## src/rtl/ravenoc_pkg.sv

```systemverilog
// Shared router package: arbiter state encoding and arbiter defaults.
package ravenoc_pkg;

  typedef enum logic {ARB_IDLE, ARB_LOCKED} arb_state_t;

  localparam int N_ARB_REQ          = 4;
  localparam int ARB_TIMEOUT_CYCLES = 256;

endpackage

```

## src/rtl/wormhole_rr_arbiter_rr_pick.sv

```systemverilog
// rr_pick: combinational round-robin picker, first set req at or above ptr, wrapping.
module rr_pick #(
  parameter  int N  = 4,
  localparam int IW = (N > 1) ? $clog2(N) : 1
) (
  input  logic [N-1:0]  req,
  input  logic [IW-1:0] ptr,
  output logic [N-1:0]  gnt,
  output logic [IW-1:0] gnt_idx
);

  localparam int W2 = 2 * N;

  logic [W2-1:0] dbl, mask, masked;
  logic          found;

  // Upper copy of req supplies the wrapped-around candidates below ptr.
  always_comb begin
    dbl     = {req, req};
    mask    = ~((W2'(1) << ptr) - W2'(1));
    masked  = dbl & mask;
    gnt     = '0;
    gnt_idx = '0;
    found   = 1'b0;
    for (int i = 0; i < W2; i++) begin
      if (!found && masked[i]) begin
        found        = 1'b1;
        gnt_idx      = IW'(i % N);
        gnt[i % N]   = 1'b1;
      end
    end
  end

endmodule

```

## src/rtl/wormhole_rr_arbiter.sv

```systemverilog
// Per-output wormhole arbiter: round-robin on heads, locked until tail transfers.
// Optional stall release under macro ARB_TIMEOUT_EN.
module wormhole_rr_arbiter
  import ravenoc_pkg::*;
#(
  parameter int N_REQ          = N_ARB_REQ,
  parameter int TIMEOUT_CYCLES = ARB_TIMEOUT_CYCLES
) (
  input  logic             clk,
  input  logic             arst,
  input  logic [N_REQ-1:0] req_valid_i,
  input  logic [N_REQ-1:0] req_tail_i,
  input  logic             out_ready_i,
  output logic [N_REQ-1:0] grant_o,
  output logic [N_REQ-1:0] req_ready_o,
  output logic             out_valid_o,
  output logic             locked_o,
  output logic             timeout_o
);

  localparam int IW = (N_REQ > 1) ? $clog2(N_REQ) : 1;

  arb_state_t       state;
  logic [N_REQ-1:0] owner, pick_gnt;
  logic [IW-1:0]    rr_ptr, pick_idx, owner_idx, win_idx, nxt_ptr;
  logic             xfer, win_tail;

  rr_pick #(.N(N_REQ)) u_pick (
    .req     (req_valid_i),
    .ptr     (rr_ptr),
    .gnt     (pick_gnt),
    .gnt_idx (pick_idx)
  );

  always_comb begin
    owner_idx = '0;
    for (int i = 0; i < N_REQ; i++)
      if (owner[i]) owner_idx = IW'(i);
  end

  // Reset forces every output low, including the combinational IDLE grant.
  assign grant_o     = arst ? '0 : ((state == ARB_LOCKED) ? owner : pick_gnt);
  assign req_ready_o = grant_o & {N_REQ{out_ready_i}};
  assign out_valid_o = |(grant_o & req_valid_i);
  assign locked_o    = ~arst & (state == ARB_LOCKED);
  assign xfer        = out_valid_o & out_ready_i;
  assign win_tail    = |(grant_o & req_tail_i);
  assign win_idx     = (state == ARB_LOCKED) ? owner_idx : pick_idx;
  assign nxt_ptr     = (win_idx == IW'(N_REQ - 1)) ? '0 : win_idx + IW'(1);

`ifdef ARB_TIMEOUT_EN
  localparam int CW = $clog2(TIMEOUT_CYCLES + 1);

  logic [CW-1:0] stall_cnt;
  logic          timeout_q;
  logic          stall_hit;

  assign stall_hit = (state == ARB_LOCKED) && !xfer && (stall_cnt == CW'(TIMEOUT_CYCLES - 1));
  assign timeout_o = timeout_q & ~arst;
`else
  assign timeout_o = 1'b0;
`endif

  always_ff @(posedge clk) begin
    if (arst) begin
      state  <= ARB_IDLE;
      owner  <= '0;
      rr_ptr <= '0;
`ifdef ARB_TIMEOUT_EN
      stall_cnt <= '0;
      timeout_q <= 1'b0;
`endif
    end else begin
`ifdef ARB_TIMEOUT_EN
      timeout_q <= 1'b0;
      if (state == ARB_LOCKED && !xfer && !stall_hit) stall_cnt <= stall_cnt + CW'(1);
      else                                            stall_cnt <= '0;
`endif
      case (state)
        ARB_IDLE: begin
          if (xfer) begin
            if (win_tail) rr_ptr <= nxt_ptr;
            else begin
              state <= ARB_LOCKED;
              owner <= pick_gnt;
            end
          end
        end
        ARB_LOCKED: begin
          if (xfer && win_tail) begin
            state  <= ARB_IDLE;
            owner  <= '0;
            rr_ptr <= nxt_ptr;
          end
`ifdef ARB_TIMEOUT_EN
          else if (stall_hit) begin
            state     <= ARB_IDLE;
            owner     <= '0;
            rr_ptr    <= nxt_ptr;
            timeout_q <= 1'b1;
          end
`endif
        end
        default: state <= ARB_IDLE;
      endcase
    end
  end

endmodule

```

## config.mk

```make
export PLATFORM = sky130hd
export DESIGN_NAME = wormhole_rr_arbiter
export DESIGN_NICKNAME = d
export VERILOG_FILES = /design/src/rtl/ravenoc_pkg.sv /design/src/rtl/wormhole_rr_arbiter_rr_pick.sv /design/src/rtl/wormhole_rr_arbiter.sv
export SDC_FILE = /design/constraint.sdc
export NUM_CORES = 1
export LEC_CHECK = 0
export ABC_CLOCK_PERIOD_IN_PS = 3800
export CORE_MARGIN = 2
export CORE_UTILIZATION = 29
export CTS_CLUSTER_SIZE = 10
export DETAILED_ROUTE_END_ITERATION = 8
export PLACE_DENSITY_LB_ADDON = 0.15
export SLEW_MARGIN = 5
export SYNTH_ARGS = -nofsm -noshare
export SYNTH_HDL_FRONTEND = slang
export SYNTH_HIERARCHICAL = 1
export SYNTH_SLANG_ARGS = --single-unit
```

## constraint.sdc

```tcl
create_clock -name clk -period 3.8 [get_ports clk]
set_clock_uncertainty 0.15 [all_clocks]
set_input_delay 0.76 -clock clk [delete_from_list [all_inputs] [get_ports clk]]
set_output_delay 0.76 -clock clk [all_outputs]
set_load 0.05 [all_outputs]
```

======== Word level (Yosys, flattened, before mapping) ========
Cells that the tools add are included.
cells by class
  add/subtract/negate cells ............... 2
  multiply operators ...................... 0
  div/mod/pow operators ................... 0
  magnitude comparators ................... 0
  equality and inequality tests ........... 5
  shift-type cells ........................ 1
  mux-type cells .......................... 40
  bitwise operators ....................... 9
  reductions and logical operators ........ 19
operators by type and width
  operator               count
  $mux W2                13
  $mux W4                5
  $mux W1                19
  $and A4 B4 Y4          3
  $and A8 B8 Y8          1
  $logic_and A1 B1 Y1    8
  $not A8 Y8             1
  $pmux W4 S2            1
  $reduce_or A4 Y1       2
  $shl A1 B2 Y8 const A  1
  $sub A8 B2 Y8 const B  1
  $logic_not A1 Y1       7
  $ne A2 B2 Y1 const B   3
  $reduce_and A3 Y1      2
  $pmux W2 S2            1
  $add A2 B1 Y2 const B  1
  $and A1 B1 Y1          2
  $eq A2 B2 Y1 const B   1
  $ne A2 B1 Y1 const B   1
  $not A1 Y1             2
  $pmux W1 S2            1
word-level totals
  bits in registers ....................... 7
  latch bits .............................. 0
  RAM bits ................................ 0
  bits in read-only memories .............. 0
  bits of input ports ..................... 11
  output and inout port bits .............. 11
  logic and storage cells ................. 79
  memories ................................ 0

======== Longest topological paths before layout ========
Gate-level depths: netlist of run 1.
  word-level depth ........................ 34
  mapped depth ............................ 12
  mapped depth without buffers ............ 11

======== Hierarchy ========
The synthesis of run 1 kept the hierarchy.
modules (own cells, without submodules)
  module               times used  cells an instance  area each (µm²)
  wormhole_rr_arbiter  1           79                 651.9
  rr_pick              1           26                 170.2

======== Least setup slack after synthesis of run 1 ========
Ideal clock, no wire load.
  path type ............................... flip-flop to output port
  from .................................... register rr_ptr[1]
  to ...................................... output out_valid_o
  arrival ................................. 2.454 ns
  data required time ...................... 2.890 ns
  path slack .............................. 0.436 ns
  cell stages (with the launch flop) ...... 10
  cells stage by stage .................... dfxtp_1 or2_2 ha_1 nand2_1 a21boi_4 nand2_2 o31ai_1 mux2i_1 nor3b_1 or4_1
on the way
  elaborated cells between the ends (all ways) .. 36
RTL lines
  item                     line                               text
  from (decl)              wormhole_rr_arbiter.sv:25          logic [IW-1:0] rr_ptr, pick_idx, owner_idx, win_idx, nxt_ptr;
  from (signal assigned)   wormhole_rr_arbiter.sv:82          if (win_tail) rr_ptr <= nxt_ptr;
  from (signal assigned)   wormhole_rr_arbiter.sv:93          rr_ptr <= nxt_ptr;
  $shl A1 B2 Y8 *          wormhole_rr_arbiter_rr_pick.sv:20  mask = ~((W2'(1) << ptr) - W2'(1));
  $sub A8 B2 Y8 *          wormhole_rr_arbiter_rr_pick.sv:20
  $not A8 Y8 *             wormhole_rr_arbiter_rr_pick.sv:20
  $and A8 B8 Y8 *          wormhole_rr_arbiter_rr_pick.sv:21  masked = dbl & mask;
  $mux W1                  wormhole_rr_arbiter_rr_pick.sv:26  if (!found && masked[i]) begin
  $logic_not A1 Y1         wormhole_rr_arbiter_rr_pick.sv:26
  $logic_and A1 B1 Y1      wormhole_rr_arbiter_rr_pick.sv:26
  $mux W1                  wormhole_rr_arbiter_rr_pick.sv:26
  [8 not listed]           n/a
  $mux W1                  wormhole_rr_arbiter_rr_pick.sv:26
  $logic_not A1 Y1         wormhole_rr_arbiter_rr_pick.sv:26
  $logic_and A1 B1 Y1      wormhole_rr_arbiter_rr_pick.sv:26
  $mux W1 *                wormhole_rr_arbiter_rr_pick.sv:26
  net pick_gnt[1]          wormhole_rr_arbiter.sv:24          logic [N_REQ-1:0] owner, pick_gnt;
  $mux W4 * (2 in series)  wormhole_rr_arbiter.sv:42          assign grant_o = arst ? '0 : ((state == ARB_LOCKED) ? owner : pick_gnt);
  $and A4 B4 Y4 *          wormhole_rr_arbiter.sv:44          assign out_valid_o = |(grant_o & req_valid_i);
  $reduce_or A4 Y1 *       wormhole_rr_arbiter.sv:44
  to (decl)                wormhole_rr_arbiter.sv:16          output logic out_valid_o,
Mark *: on every way through the listed nets, which the timed path passes. The rest lies on a longest branch.

======== Worst setup path in the final report of run 1 ========
  from .................................... input req_valid_i[0]
  to ...................................... output out_valid_o
on the way
  elaborated cells between the ends (all ways) .. 33
RTL lines
  item                     line                               text
  from (decl)              wormhole_rr_arbiter.sv:11          input logic [N_REQ-1:0] req_valid_i,
  $and A8 B8 Y8 *          wormhole_rr_arbiter_rr_pick.sv:21
  $mux W1                  wormhole_rr_arbiter_rr_pick.sv:26
  $logic_not A1 Y1         wormhole_rr_arbiter_rr_pick.sv:26
  $logic_and A1 B1 Y1      wormhole_rr_arbiter_rr_pick.sv:26
  $mux W1                  wormhole_rr_arbiter_rr_pick.sv:26
  $logic_not A1 Y1         wormhole_rr_arbiter_rr_pick.sv:26
  $logic_and A1 B1 Y1      wormhole_rr_arbiter_rr_pick.sv:26
  $mux W1                  wormhole_rr_arbiter_rr_pick.sv:26
  [8 not listed]           n/a
  $mux W1                  wormhole_rr_arbiter_rr_pick.sv:26
  $logic_not A1 Y1         wormhole_rr_arbiter_rr_pick.sv:26
  $logic_and A1 B1 Y1      wormhole_rr_arbiter_rr_pick.sv:26
  $mux W1 *                wormhole_rr_arbiter_rr_pick.sv:26
  net pick_gnt[2]          wormhole_rr_arbiter.sv:24
  $mux W4 * (2 in series)  wormhole_rr_arbiter.sv:42
  $and A4 B4 Y4 *          wormhole_rr_arbiter.sv:44
  $reduce_or A4 Y1 *       wormhole_rr_arbiter.sv:44
Marked as above.

==> results of run 1 <==
[synthesized netlist by cell type (2+ instances only)]
master    number  share of area
a21oi_1        4          0.024
a21oi_2        2          0.021
a311oi_2       2          0.037
a41oi_1        3          0.032
buf_4          2          0.018
buf_6          2          0.027
clkbuf_1       3          0.014
dfxtp_1        7           0.17
inv_1          5          0.023
mux2i_1        3          0.037
nand2_1       10          0.046
nand2b_1       5          0.038
nand3_1        7          0.043
nand3b_1       3          0.027
nand4b_1       4          0.043
nor2_1        12          0.055
nor2b_1        2          0.015
nor3b_1        2          0.018
nor3b_2        2          0.030
o31ai_1        3          0.027
[per-layer routing]
metal  share of wire  vias to the layer above  track usage
met5               0                        -            0
met4               0                        0      0.02990
met3           0.041                        0      0.03628
met2            0.50                       24       0.2512
met1            0.46                      407       0.1956
li1                -                      445            -
[area by class of cell]
| class | count | share of cell area |
|---|---|---|
| flip-flops and latches | 7 | 0.1173 |
| clock buffers | 4 | 0.02181 |
| well taps | 31 | 0.03219 |
| multi-input cells | 86 | 0.5202 |
| inverters | 5 | 0.01558 |
| repair buffers | 32 | 0.2928 |
[through the flow]
stage	hold slack (ns)	total power, W
floorplan	0.3870	0.0001592
global placement	0.4027	0.0002063
detailed placement	0.4186	0.0002073
CTS	0.4237	0.0002787
global route	0.4580	0.0002954
finish	0.4172	0.0002782
[tightest hold or removal path, delay by kind of cell (launching register included)]
| kind | cells | cell delay, ns |
|---|---|---|
| AND/OR/NAND/NOR | 1 | 0.07 |
| AO/OA/AOI/OAI | 1 | 0.10 |
| flip-flops | 1 | 0.34 |
[power by group through the flow]
stage,clock network (W),logic [W],registers [W]
after floorplan,0,0.0000789,0.0000803
after global placement,0,0.000123,0.0000836
after detailed placement,0,0.000123,0.0000839
after CTS,0.0000723,0.000124,0.0000822
after global routing,0.0000780,0.000134,0.0000833
final,0.0000712,0.000124,0.0000826
[logic make-up (layout without fill, tap and decap cells)]
logic type      Yosys count  count (layout)  synth area share
other cells               1               1          0.004562
fa+ha+maj                 1               1           0.01522
mux                       4               4           0.05327
compound gates           24              24            0.2847
simple gates             55              55            0.3790
buf+inv                  12              41           0.08219
xor+xnor                  1               1           0.01066
flops                     7               7            0.1705
[worst max-delay path by stage]
stage,cells past startpoint,slack [ns],start,to
after global routing,10,-0.03,rr_ptr[1],out_valid_o
final,9,0.06,req_valid_i[0],out_valid_o
after detailed placement,9,0.03,req_valid_i[0],out_valid_o
after global placement,9,0.03,req_valid_i[0],out_valid_o
after floorplan,9,0.44,rr_ptr[1],out_valid_o
after CTS,9,0.02,req_valid_i[0],out_valid_o
[timing repair]
item	4_1_cts	5_1_grt
gates resized for setup	0	4
setup endpoints to repair	0	3
hold buffers	0	0
==> results.json, run 1 <==
{
  "syn_to_final_growth_pct": 46.58,
  "p_clk_frac": 0.256,
  "peakVddDrop_mv": 0.2056,
  "mostFrequentLayoutCells": "buf_4, nor2_1, nand2_1, clkdlybuf4s50_1",
  "tns_ns": 0,
  "whs_path_depth": 2,
  "start_util": 0.3007,
  "status": "completed",
  "max_stage_delay_ns": 0.52,
  "worstReg2RegStart": "rr_ptr[1]",
  "dieArea_sq_um": 3276,
  "num_vias": 876,
  "grt_pass1_wl_microns": 3877,
  "drive_gt1_frac": 0.3209,
  "clock-sinks": 7,
  "synth_ff_type": "dfxtp_1",
  "p_seq_frac": 0.297,
  "fill_cells": 286,
  "arrival_ns": 2.83,
  "grt_setup_unrepaired": "yes",
  "via_per_inst": 5.309,
  "dr.pass1.iters": 4,
  "dp_hpwl_microns": 1746,
  "syn-num-nets": 117,
  "syn_area_per_cell_sq_um": 7.829,
  "slew_viol_final": 0,
  "io_buffers": 20,
  "min_to": "owner[0]",
  "pwr-share-comb": 0.447,
  "min_from": "owner[0]",
  "pwr_density_cell_nw_per_um2": 230.9,
  "worst_pin_slew_ns": 0.7143,
  "diodes": 0,
  "final_common_cell": "buf_4",
  "post-cts-setup-buffer-count": 0,
  "numCtsBuffers": 3,
  "finalSetupViolations": 0,
  "hold_path.class": "reg2reg",
  "final.min_clock_period_ns": 3.739,
  "worst-endpoint-required_ns": 2.89,
  "gp_congestion": 0.8040,
  "max-slew-margin-rel": 0.5231,
  "synthCells": 105,
  "dpl_worst_slack_ns": 0.02679,
  "clock_path_buffers": 2,
  "cp_slowest_cell": "clkdlybuf4s50_1",
  "dp_cells": 161,
  "grt_use_total": 0.1494,
  "die_x_microns": 57.24,
  "nNetsFinal": 147,
  "rows": 19,
  "final.setup.worst_slack_ns": 0.06137,
  "path_delay_family": "simple AND/OR/NAND/NOR gates",
  "crit_buf_inv": 2,
  "final_cell_area_sq_um": 1205,
  "sw_frac_of_total": 0.3766,
  "p_leak_nw": 0.4329,
  "ys_async_sr_fraction": 0,
  "clockRootBuffer": "clkbuf_4",
  "hold_viol_final": 0,
  "synth_edf_count": 0,
  "multi_input_area_sq_um": 626.9,
  "yosysWarningCount": 6,
  "grt_max_degree": 23,
  "post_drt_wl_per_cell_microns": 13.78,
  "dr.first_iter.drc_count": 18,
  "yosysUniqueCellTypes": 42,
  "min_period_over_period": 0.9839,
  "yosys_register_bits": 7,
  "antenna_found_initial": 0,
  "seq_area_frac_synth": 0.1705,
  "totalWireLength_microns": 2274,
  "grt_pass1_vias": 849,
  "io_pins": 22,
  "critPathLaunchType": "input port",
  "cp-end-kind": "primary output",
  "maxClockFrequency_mhz": 267.5,
  "postRouteAntennaNets": 0,
  "cap_viol_max_count": 0,
  "internal_power_w": 0.0001735,
  "clock_latency_ns": 0.26,
  "reg2regPathDepth": 13,
  "grt_overflow": 0,
  "core_sq_um": 2734,
  "crit_type": "in2out",
  "timing.rr.end": "rr_ptr[1]",
  "stdcell_count": 165,
  "p_sw_w": 0.0001048,
  "clkTransAtPathRegs_ns": 0.06,
  "cts_tree": "built",
  "path_cells": "clkdlybuf4s50_1 -> nor2b_4 -> nand2b_1 -> nand4_1 -> o31ai_2 -> mux2i_1 -> nor3b_2 -> or4_1 -> buf_4",
  "register_area_sq_um": 141.4,
  "drcViolationCount": 0,
  "die_height_microns": 57.24,
  "placed_cell_area_sq_um": 1165,
  "cp_max_fo": 4,
  "htreeDepth": 1,
  "fin_util": 0.4407,
  "rrSetupSlack_ns": 0.46,
  "syn_area_sq_um": 822.0
}
Power figures use the tool's default switching activity.
==> inputs of run 2 (changes only) <==
CELL_PAD_IN_SITES_DETAIL_PLACEMENT = 2   (was default)
CELL_PAD_IN_SITES_GLOBAL_PLACEMENT = 2   (was default)
CORE_UTILIZATION = 26   (was 29)
==> results.json, run 2 (synthesized netlist as in run 1, its figures left out) <==
{
  "min_to": "rr_ptr[0]",
  "grt_pass1_wl_microns": 4491,
  "worstReg2RegStart": "rr_ptr[1]",
  "io_buffers": 20,
  "via_per_inst": 4.989,
  "critPathLaunchType": "input port",
  "clock_latency_ns": 0.26,
  "clockRootBuffer": "clkbuf_4",
  "grt_setup_unrepaired": "yes",
  "gp_congestion": 0.7784,
  "dp_hpwl_microns": 2186,
  "status": "completed",
  "clock-sinks": 7,
  "grt_pass1_vias": 975,
  "totalWireLength_microns": 2671,
  "crit_type": "in2out",
  "pwr_density_cell_nw_per_um2": 224.6,
  "hold_viol_final": 0,
  "grt_use_total": 0.1666,
  "diodes": 0,
  "mostFrequentLayoutCells": "buf_4, nor2_1, nand2_1",
  "hold_path.class": "reg2reg",
  "dieArea_sq_um": 3628,
  "p_total_w": 0.0002853,
  "timing.rr.end": "rr_ptr[1]",
  "min_from": "rr_ptr[0]",
  "dr.pass1.iters": 3,
  "nNetsFinal": 149,
  "slew_viol_final": 0,
  "postRouteAntennaNets": 0,
  "num_vias": 898,
  "tns_ns": 0,
  "htreeDepth": 1,
  "arrival_ns": 2.81,
  "crit_buf_inv": 3,
  "max_stage_delay_ns": 0.61,
  "crit_start": "req_valid_i[2]",
  "path_delay_family": "buffers and inverters",
  "antenna_found_initial": 0,
  "fill_cells": 349,
  "p_leak_nw": 0.4592,
  "start_util": 0.2715,
  "drcViolationCount": 0,
  "clock_path_buffers": 2,
  "cts_hold_buf": 0,
  "dp_cells": 175,
  "drive_gt1_frac": 0.3750,
  "syn_to_final_growth_pct": 54.49,
  "peakVddDrop_mv": 0.1203,
  "cp_slowest_cell": "clkdlybuf4s50_1",
  "min_period_over_period": 0.9780,
  "reg2regPathDepth": 13,
  "fin_util": 0.4194,
  "highest_layer": "met4",
  "stdcell_count": 180,
  "dr_wl_met3_microns": 97,
  "maxClockFrequency_mhz": 269.1,
  "grt_max_degree": 23,
  "rrSetupSlack_ns": 0.48,
  "cap_viol_max_count": 0,
  "max-slew-margin-rel": 0.4936,
  "hold_ws_ns": 0.4201,
  "dr.first_iter.drc_count": 21,
  "met2_length_microns": 1408,
  "worst_pin_slew_ns": 0.7586,
  "wl_met1_microns": 1156,
  "die_height_microns": 60.23,
  "path_cells": "clkdlybuf4s50_1 -> o21bai_2 -> nand2_2 -> o31ai_2 -> buf_4 -> mux2i_2 -> nor3b_2 -> or4_1 -> buf_4",
  "cp_max_fo": 5,
  "final_common_cell": "buf_4",
  "grt_overflow": 0,
  "core_sq_um": 3028,
  "die_x_microns": 60.23,
  "cp-end-kind": "primary output",
  "finalSetupViolations": 0,
  "worst-endpoint-required_ns": 2.89,
  "io_pins": 22,
  "numCtsBuffers": 3,
  "post_drt_wl_per_cell_microns": 14.84,
  "rows": 20,
  "whs_path_depth": 2,
  "cts_tree": "built",
  "crit_path_frequent_cell": "buf_4",
  "clkTransAtPathRegs_ns": 0.05,
  "final.min_clock_period_ns": 3.716
}
==> run 2: cell count changes in the layout (fill, tap and decap cells not counted), sizes merged <==
cell	before	now
buf	22	24
clkbuf	4	3
clkdlybuf4s50	10	9
clkinv	0	1
dlymetal6s2s	0	1
==> run 2: how the worst max path moves through the flow <==
stage	to	cells past startpoint
after floorplan	out_valid_o	9
after global placement	out_valid_o	9
after global routing	out_valid_o	10
final	out_valid_o	9
after CTS	out_valid_o	10
after detailed placement	out_valid_o	9
==> run 2: power by group <==
part / internal (W) / total (W) / switching (W) / leakage (nW)
combinational: 0.0000606 / 0.000132 / 0.0000716 / 0.384
sequential: 0.0000760 / 0.0000830 / 0.00000702 / 0.0571
clock: 0.0000387 / 0.0000700 / 0.0000314 / 0.0177
==> run 2: tightest hold or removal path, cell delays in order, from the launching register on <==
cell and delay [ns]:
dfxtp_2 0.36, a21oi_2 0.12, a311oi_2 0.05
==> run 2: layout make-up <==
type,count,area [sq um],area share
multi-input combinational,86,656.9,0.5172
inverter,5,18.77,0.01478
clock buffer,3,22.52,0.01773
tap,44,55.05,0.04335
sequential,7,141.4,0.1113
clock inverter,1,5.005,0.003941
timing repair buffer,34,370.4,0.2916
==> run 2: per-layer routing <==
| metal | vias to the layer above | GRT usage |
|---|---|---|
| met3 | 2 | 0.04545 |
| met1 | 435 | 0.1913 |
| li1 | 449 | - |
| met5 | - | 0 |
| met2 | 12 | 0.3075 |
| met4 | 0 | 0.02857 |
==> run 2: what timing repair did <==
item	4_1_cts	5_1_grt
pin swaps	0	0
resized for setup	2	9
endpoints found under the setup margin	1	7
setup buffers	1	0
==> run 2: through the flow <==
stage	worst slack [ns]	area (sq um)
2_1_floorplan	0.4355	822.0
3_3_place_gp	0.01073	1189
3_5_place_dp	-0.06830	1189
4_1_cts	0.001733	1231
5_1_grt	-0.06437	1270
6_report	0.08353	1270
==> inputs of run 3 (changes only) <==
ABC_CLOCK_PERIOD_IN_PS = 4400   (was 3800)
CORE_UTILIZATION = 29   (was 26)
clock period = 4.4 ns   (was 3.8 ns; I/O delays follow)
==> results.json, run 3 (synthesized netlist as in run 1, its figures left out) <==
{
  "antenna_found_initial": 0,
  "clock_path_buffers": 2,
  "rows": 19,
  "hold_viol_final": 0,
  "post-cts-setup-buffer-count": 0,
  "numCtsBuffers": 3,
  "start_util": 0.3007,
  "worst_pin_slew_ns": 0.7333,
  "hold_path.class": "reg2reg",
  "num_vias": 854,
  "cts_tree": "built",
  "clockRootBuffer": "clkbuf_4",
  "cts_hold_buf": 0,
  "clock-sinks": 7,
  "diodes": 0,
  "tns_ns": 0,
  "fin_util": 0.3812,
  "grt_pass1_wl_microns": 4464,
  "post_drt_wl_per_cell_microns": 17.19,
  "io_pins": 22,
  "crit_type": "in2out",
  "critPathLaunchType": "input port",
  "worst-endpoint-required_ns": 3.37,
  "maxClockFrequency_mhz": 238.6,
  "grt_overflow": 0,
  "grt_use_total": 0.1779,
  "dp_hpwl_microns": 2147,
  "p_total_w": 0.0002278,
  "die_x_microns": 57.24,
  "final_cell_area_sq_um": 1042,
  "status": "completed",
  "ctsResizeCount": 0,
  "dr.first_iter.drc_count": 11,
  "finalSetupViolations": 0,
  "die_height_microns": 57.24,
  "multi_input_area_sq_um": 618.1,
  "cp-end-kind": "primary output",
  "cap_viol_max_count": 0,
  "placed_cell_area_sq_um": 1012,
  "pwr_density_cell_nw_per_um2": 218.6,
  "htreeDepth": 1,
  "totalWireLength_microns": 2681,
  "io_buffers": 20,
  "postRouteAntennaNets": 0,
  "grt_setup_unrepaired": "no",
  "gp_congestion": 0.7434,
  "peakVddDrop_mv": 0.1493,
  "register_area_sq_um": 140.1,
  "max-slew-margin-rel": 0.5105,
  "nNetsFinal": 138,
  "rrSetupSlack_ns": 0.87,
  "grt_pass1_vias": 889,
  "slew_viol_final": 0,
  "dr.pass1.iters": 3,
  "arrival_ns": 3.16,
  "dieArea_sq_um": 3276,
  "clkTransAtPathRegs_ns": 0.06,
  "min_period_over_period": 0.9524,
  "clock_latency_ns": 0.26,
  "p_leak_nw": 0.3597,
  "drive_gt1_frac": 0.2480,
  "syn_to_final_growth_pct": 26.79,
  "cp_max_fo": 4,
  "grt_max_degree": 23,
  "final.min_clock_period_ns": 4.191,
  "via_per_inst": 5.474,
  "mostFrequentLayoutCells": "nor2_1, buf_4, clkdlybuf4s50_1",
  "drcViolationCount": 0,
  "fill_cells": 323,
  "core_sq_um": 2734
}
[run 3: metrics by stage]
stage | hold slack, ns | std cells | setup WS (ns)
final | 0.4144 | 156 | 0.2094
after global routing | 0.4462 | 156 | 0.01500
after CTS | 0.4209 | 156 | 0.1714
after detailed placement | 0.4160 | 152 | 0.1810
after global placement | 0.3943 | 152 | 0.2510
after floorplan | 0.3870 | 105 | 0.8775
[run 3: area by class of cell]
type / count / share of cell area
multi-input combinational: 86 / 0.5930
timing repair buffer: 23 / 0.1921
sequential: 7 / 0.1345
tap: 31 / 0.03721
clock buffer: 4 / 0.02521
inverter: 5 / 0.01801
[run 3: final timing paths]
kind / cells past startpoint / startpoint / endpoint
worst max-delay path: 9 / req_valid_i[0] / out_valid_o
worst min-delay path: 2 / owner[0] / owner[0]
worst max register to register: 11 / rr_ptr[1] / owner[1]
worst min register to register: 2 / owner[0] / owner[0]
[run 3: critical path: stages]
cell and delay [ns]:
clkdlybuf4s50_1 0.51, nor2b_1 0.23, o21bai_2 0.09, nand3_1 0.12, inv_1 0.07, mux2i_1 0.37
nor3b_1 0.17, or4_1 0.50, buf_4 0.21
[run 3: report_power, final]
part	switching, W	internal (W)	total (W)	leakage, nW
Sequential	0.00000571	0.0000656	0.0000713	0.0566
Clock	0.0000277	0.0000349	0.0000626	0.0150
Combinational	0.0000573	0.0000367	0.0000939	0.288
[run 3: metal layers]
layer / vias up / global-route usage / share of wire
li1: 423 / - / -
met1: 406 / 0.2216 / 0.45
met2: 22 / 0.3202 / 0.50
met3: 3 / 0.04308 / 0.041
met4: 0 / 0.01993 / 0.0037
met5: - / 0 / 0
